`config.mk`:
```
export PLATFORM = sky130hd
export DESIGN_NAME = drive_mode_ctrl
export DESIGN_NICKNAME = d
export VERILOG_FILES = /design/src/rtl/drive_mode_ctrl.sv
export SDC_FILE = /design/constraint.sdc
export NUM_CORES = 1
export LEC_CHECK = 0
export CAP_MARGIN = 20
export CORE_MARGIN = 2
export CORE_UTILIZATION = 40
export DETAILED_ROUTE_END_ITERATION = 7
export HOLD_SLACK_MARGIN = 0.03
export PLACE_DENSITY = 0.76
export SLEW_MARGIN = 20
export SYNTH_ARGS = -nofsm -noshare
export SYNTH_HDL_FRONTEND = slang
export SYNTH_SLANG_ARGS = --single-unit
```
`constraint.sdc`:
```
create_clock -name clock_50 -period 2 [get_ports clock_50]
set_input_delay 0.3 -clock clock_50 [delete_from_list [all_inputs] [get_ports clock_50]]
set_output_delay 0.3 -clock clock_50 [all_outputs]
set_load 0.02 [all_outputs]
```
`src/rtl/drive_mode_ctrl.sv`:
```
// Vehicle mode controller: OFF/PARK/DRIVE/REVERSE selected by edge-detected buttons,
// with rest-gated gear changes out of moving modes and an optional PARK idle timeout.
module drive_mode_ctrl #(
  parameter int unsigned XW            = 2,
  parameter int unsigned YW            = 7,
  parameter int unsigned X_REST        = 0,
  parameter int unsigned Y_REST        = 27,
  parameter int unsigned SETTLE_CYCLES = 4,
  parameter int unsigned IDLE_CYCLES   = 0
) (
  input  logic          clock_50,
  input  logic          reset,
  input  logic          parkButton,
  input  logic          driveButton,
  input  logic          reverseButton,
  input  logic [XW-1:0] x_speed,
  input  logic [YW-1:0] y_speed,
  output logic          parkEnable,
  output logic          driveEnable,
  output logic          reverseEnable,
  output logic [1:0]    mode,
  output logic          atRest,
  output logic          rejected
);

  localparam int unsigned    RW        = $clog2(SETTLE_CYCLES + 1);
  localparam logic [RW-1:0]  SETTLE    = RW'(SETTLE_CYCLES);
  localparam int unsigned    IW        = (IDLE_CYCLES > 1) ? $clog2(IDLE_CYCLES) : 1;
  localparam logic [IW-1:0]  IDLE_LAST = IW'((IDLE_CYCLES > 0) ? IDLE_CYCLES - 1 : 0);
  localparam logic [XW-1:0]  XR        = XW'(X_REST);
  localparam logic [YW-1:0]  YR        = YW'(Y_REST);

  typedef enum logic [1:0] {
    S_OFF     = 2'b00,
    S_PARK    = 2'b01,
    S_DRIVE   = 2'b10,
    S_REVERSE = 2'b11
  } state_t;

  state_t        state, next_state;
  logic          park_q, drive_q, reverse_q;
  logic          pe, de, re, any_edge;
  logic [RW-1:0] rest_cnt;
  logic [IW-1:0] idle_cnt;
  logic          rest_now, idle_expire, reject_c;

  assign pe       = parkButton & ~park_q;
  assign de       = driveButton & ~drive_q;
  assign re       = reverseButton & ~reverse_q;
  assign any_edge = pe | de | re;
  assign rest_now = (x_speed == XR) && (y_speed == YR);
  assign atRest   = (rest_cnt == SETTLE);

  // History resets high so a button held through reset must be released first.
  always_ff @(posedge clock_50) begin
    if (reset) begin
      park_q    <= 1'b1;
      drive_q   <= 1'b1;
      reverse_q <= 1'b1;
    end else begin
      park_q    <= parkButton;
      drive_q   <= driveButton;
      reverse_q <= reverseButton;
    end
  end

  always_ff @(posedge clock_50) begin
    if (reset || !rest_now)
      rest_cnt <= '0;
    else if (rest_cnt != SETTLE)
      rest_cnt <= rest_cnt + RW'(1);
  end

  always_ff @(posedge clock_50) begin
    if (reset || state != S_PARK || any_edge)
      idle_cnt <= '0;
    else
      idle_cnt <= idle_cnt + IW'(1);
  end

  assign idle_expire = (IDLE_CYCLES > 0) && (state == S_PARK) &&
                       (idle_cnt == IDLE_LAST) && !any_edge;

  always_ff @(posedge clock_50) begin
    if (reset) begin
      state    <= S_OFF;
      rejected <= 1'b0;
    end else begin
      state    <= next_state;
      rejected <= reject_c;
    end
  end

  always_comb begin
    next_state = state;
    reject_c   = 1'b0;
    case (state)
      S_OFF: begin
        if (pe)             next_state = S_PARK;
        else if (de || re)  reject_c   = 1'b1;
      end
      S_PARK: begin
        if (de && re)       reject_c   = 1'b1;
        else if (de)        next_state = S_DRIVE;
        else if (re)        next_state = S_REVERSE;
        else if (idle_expire) next_state = S_OFF;
      end
      S_DRIVE: begin
        if (pe && atRest)       next_state = S_PARK;
        else if (re && atRest)  next_state = S_REVERSE;
        else if (pe || re)      reject_c   = 1'b1;
      end
      S_REVERSE: begin
        if (pe && atRest)       next_state = S_PARK;
        else if (de && atRest)  next_state = S_DRIVE;
        else if (pe || de)      reject_c   = 1'b1;
      end
      default: next_state = S_OFF;
    endcase
  end

  always_comb begin
    parkEnable    = 1'b0;
    driveEnable   = 1'b0;
    reverseEnable = 1'b0;
    mode          = 2'b00;
    case (state)
      S_PARK:    begin parkEnable    = 1'b1; mode = 2'b01; end
      S_DRIVE:   begin driveEnable   = 1'b1; mode = 2'b10; end
      S_REVERSE: begin reverseEnable = 1'b1; mode = 2'b11; end
      default:   ;
    endcase
  end

endmodule
```
After elaboration in Yosys (flattened, before gate mapping)
Index checks and enable logic that the tools add are counted.
{"block": "word_totals", "reg_bits": 9, "output_inout_bits": 7}
{"block": "op_classes", "mux": 23, "reduce_logical": 13, "add_sub_neg": 1, "bitwise": 6, "eq_ne": 11}
{"operator": "$mux 2", "n": 8}
{"operator": "$mux 1", "n": 12}
{"operator": "$ne 3x3->1 const B", "n": 4}
{"operator": "$pmux 2 s4", "n": 1}
{"operator": "$eq 7x5->1 const B", "n": 1}
{"operator": "$pmux 2 s3", "n": 1}
{"operator": "$logic_and 1x1->1", "n": 5}
{"operator": "$reduce_and 5->1", "n": 1}
{"operator": "$eq 2x2->1 const B", "n": 2}
{"operator": "$logic_not 2->1", "n": 2}
{"operator": "$logic_or 1x1->1", "n": 4}
{"operator": "$ne 2x2->1 const B", "n": 2}
{"operator": "$pmux 1 s4", "n": 1}
{"operator": "$add 3x1->3 const B", "n": 1}
{"operator": "$and 1x1->1", "n": 3}
{"operator": "$eq 3x3->1 const B", "n": 1}
{"operator": "$not 1->1", "n": 3}
{"operator": "$eq 2x1->1 const B", "n": 1}
{"operator": "$logic_not 1->1", "n": 1}

Depth between registers and ports, before layout
{"block": "logic_depth", "word_depth": 7, "mapped_depth": 7, "mapped_depth_nobuf": 6}

Worst setup path before layout
No wires, ideal clock.
{"block": "synth_timing", "kind": "register -> register", "from": "reg rest_cnt[0]", "to": "reg state[0]", "stages_incl_launch_ff": 8, "setup_time_ps": 103, "t_arrival_ps": 1314, "setup_slack_ps": 582, "cell_sequence": "dfxtp_1 -> inv_1 -> ha_1 -> and2_4 -> buf_6 -> nand4b_4 -> o21ai_2 -> a2111oi_2"}
{"block": "synth_between", "elab_chain_len": 4}
{"element": "start, declared", "line_no": "43", "rtl": "logic [RW-1:0] rest_cnt;"}
{"element": "start signal, assigned", "line_no": "71", "rtl": "rest_cnt <= rest_cnt + RW'(1);"}
{"element": "$eq 3x3->1 (*)", "line_no": "52", "rtl": "assign atRest = (rest_cnt == SETTLE);"}
{"element": "named net atRest", "line_no": "22", "rtl": "output logic atRest,"}
{"element": "$logic_and 1x1->1 (on tied branches)"}
{"element": "$ne 3x3->1 (no source line) (tied with other cells)"}
{"element": "$reduce_and 5->1 (no source line) or $pmux 2 s4 (tied branches)"}
{"element": "end signal, assigned", "line_no": "89", "rtl": "state <= next_state;"}
{"element": "end, declared", "line_no": "40", "rtl": "state_t state, next_state;"}
The timed path passes the listed nets; every way through them passes the cells marked *.
A chain may end at the register's enable or synchronous reset.

Final worst setup path
{"block": "layout_timing", "from": "reg state[1]", "to": "out driveEnable"}
{"block": "layout_between", "elab_chain_len": 2}
{"element": "$eq 2x2->1", "line_no": "127", "rtl": "case (state)"}
{"element": "$mux 1", "line_no": "127"}
{"element": "end, declared", "line_no": "19", "rtl": "output logic driveEnable,"}
No other way between the ends.

==> results.json <==
{
  "status": "completed",
  "synth_adder_area_share_pct": 4.808,
  "power_density_nw_per_um2": 538.2,
  "drive_above_1_share_pct": 15.79,
  "drt-initial-drc-count": 6,
  "ys.flop_type": "dfxtp_1",
  "start_util_pct": 45.02,
  "holdCritStartpoint": "rest_cnt[2]",
  "yosysTopAreaCellShare_pct": 34.62,
  "drv_cap": 0,
  "async_flop_share_pct": 0,
  "yosysUniqueCellTypes": 29,
  "hold_viol": 0,
  "end_kind": "output port",
  "numCtsBuffers": 3,
  "hold_depth": 2,
  "grt_pass1_vias": 350,
  "seqCellArea_um2": 181.4,
  "fp.dieW_um": 40.07,
  "cp_max_fo": 12,
  "r2r_cells": 6,
  "multi_input_area_um2": 297.8,
  "layout.nets": 93,
  "fin_ws_ns": 0.1171,
  "synth_top_cells_by_count": "dfxtp_1 (9), nor2_1 (5), nor3_1 (4)",
  "rsz0062_at_grt": "no",
  "hpwl_um": 710.9,
  "crit_start": "state[1]",
  "placed_area_um2": 706.9,
  "grt_pass1_wl_um": 1518,
  "grt_start_max_net_pins": 13,
  "vias_per_cell": 4.978,
  "drtPass1Iterations": 4,
  "clock_latency_ns": 0.25,
  "fp-row-count": 12,
  "path_clk_slew_ns": 0.06,
  "synth_area_um2": 520.5,
  "synth_mux_area_share_pct": 3.846,
  "cts_root_buffer": "clkbuf_4",
  "drc": 0,
  "fin_util_pct": 63.74,
  "critical_path_class": "reg -> out",
  "port_buffers": 20,
  "synth.most_common_cell": "dfxtp_1",
  "synth.largest_area_cell": "dfxtp_1",
  "crit_arrival_ns": 1.58,
  "ctsHtreeMaxLevel": 1,
  "vdd_drop_max_mv": 0.3321,
  "setup-violations-final": 0,
  "power_leakage_nw": 0.3240,
  "reg2reg_from": "rest_cnt[0]",
  "postLayoutCellArea_um2": 737.0,
  "clock_path_buffers": 2,
  "required_ns": 1.70,
  "finalCritPeriodShare_pct": 94.15,
  "antenna_found_initial": 0,
  "fillCellCount": 94,
  "pin_count": 21,
  "place.gp.congestion": 0.7498,
  "cp-start-kind": "flop",
  "synth-compound-area-share_pct": 13.46,
  "vias": 448,
  "netlist_top_cells_area": "dfxtp_1 (35%), ha_1 (4.8%), nand4b_4 (4.6%), mux2i_1 (3.8%), nor3_1 (3.8%)",
  "ant_nets": 0,
  "cts_tree": "yes",
  "max_slew_margin_pct": 74.21,
  "synth_top_family_by_area": "simple AND/OR/NAND/NOR gates",
  "place_ws_ns": 0.3036,
  "syn_inst": 57,
  "die_area_um2": 1606,
  "gr-total-overflow": 0,
  "wl_um": 900,
  "worstHoldPathType": "reg -> reg",
  "synth-edff-count": 0,
  "synth_nets": 73,
  "ys_seq_area_share_pct": 34.62,
  "synth_xor_area_share_pct": 3.365,
  "final.setup.tns_ns": 0,
  "grt.total_usage_pct": 13.99,
  "yosys_warnings": 0,
  "ys_seq_elements": 9,
  "postCtsSetupBuffers": 0,
  "wl_per_cell_um": 10.00,
  "design.core.area_um2": 1156,
  "syn_avg_cell_area_um2": 9.132,
  "drv_slew": 0,
  "diodes": 0,
  "max_freq_ghz": 0.5311,
  "fin_worst_skew_ns": 0.0004016,
  "area_growth_pct": 41.59,
  "cts_sinks": 9,
  "fin_crit_ns": 1.883,
  "synth_simple_gate_area_share_pct": 31.73,
  "tightestPinTransition_ns": 0.3864,
  "fp.dieH_um": 40.07
}
state kept, by name, indices dropped and copies added (netlist names):
| signal | count |
|---|---|
| drive_q | 1 |
| rejected | 1 |
| park_q | 1 |
| reverse_q | 1 |
| rest_cnt | 3 |
| state | 2 |
cells by family after synthesis:
kind of cell | Yosys count
buffers and inverters | 8
XOR/XNOR | 2
multiplexers | 2
AND/OR/NAND/NOR | 25
adder cells (fa/ha/maj) | 2
AO/OA/AOI/OAI | 9
flip-flops | 9
layer usage:
metal	vias up	GRT usage, %	wire (um)
met3	2	3.333	56
met2	17	20.97	392
met5	-	0	0
met1	197	19.19	438
li1	232	-	-
met4	0	5.172	13
metrics by stage:
step / hold slack [ns] / instances / total power, mW
detailed placement: 0.5258 / 86 / 0.2631
CTS: 0.5376 / 90 / 0.3989
global route: 0.5843 / 90 / 0.4165
floorplan: 0.3689 / 57 / 0.2262
finish: 0.5336 / 90 / 0.3967
global placement: 0.4925 / 86 / 0.2623
timing repair:
item                       CTS  global route
hold buffers                 0             0
setup endpoints to repair    0             2
hold endpoints to repair     0             0
gates resized for setup      0             2
worst paths after layout:
| path | endpoint | slack [ns] |
|---|---|---|
| min reg2reg | rest_cnt[2] | 0.53 |
| min | rest_cnt[2] | 0.53 |
| max reg2reg | state[0] | 0.59 |
| max | driveEnable | 0.12 |
final cells by class:
class	count	area share, %
Inverter	3	1.528
Tap cell	14	2.377
Clock buffer	4	3.565
Multi-Input combinational cell	40	40.41
Timing Repair Buffer	20	27.50
Sequential cell	9	24.62
critical path: stages, from the launching register on:
cell             delay, ns
dfxtp_1               0.55
nor2b_1               0.18
clkdlybuf4s50_1       0.60
cells in the final DEF (no fill, tap or decap):
| cell | n |
|---|---|
| nor2b_1 | 2 |
| and2b_1 | 1 |
| clkbuf_1 | 1 |
| o21ai_2 | 1 |
| mux2i_1 | 2 |
| dfxtp_1 | 8 |
| nand4bb_1 | 1 |
| o22ai_1 | 1 |
| dfxtp_2 | 1 |
| a21o_1 | 1 |
| clkbuf_4 | 3 |
| nand2b_1 | 2 |
| or2_2 | 3 |
| a21oi_1 | 3 |
| dlymetal6s2s_1 | 1 |
| and2b_2 | 1 |
| nor2_1 | 5 |
| a311oi_1 | 2 |
| inv_1 | 3 |
| a2111oi_2 | 1 |
| and3_1 | 1 |
| nand4b_4 | 1 |
| nor3_1 | 4 |
| nand2_1 | 1 |
| nand4_1 | 1 |
| xnor2_1 | 2 |
| clkdlybuf4s50_1 | 19 |
| ha_1 | 2 |
| and2_4 | 1 |
| and2_1 | 1 |
power by group:
| part | internal, mW | total [mW] | switching, mW |
|---|---|---|---|
| logic | 0.0437 | 0.0669 | 0.0231 |
| registers | 0.185 | 0.192 | 0.00643 |
| clock network | 0.0767 | 0.138 | 0.0611 |
| total | 0.306 | 0.397 | 0.0907 |
(Power assumes the default switching activity.)
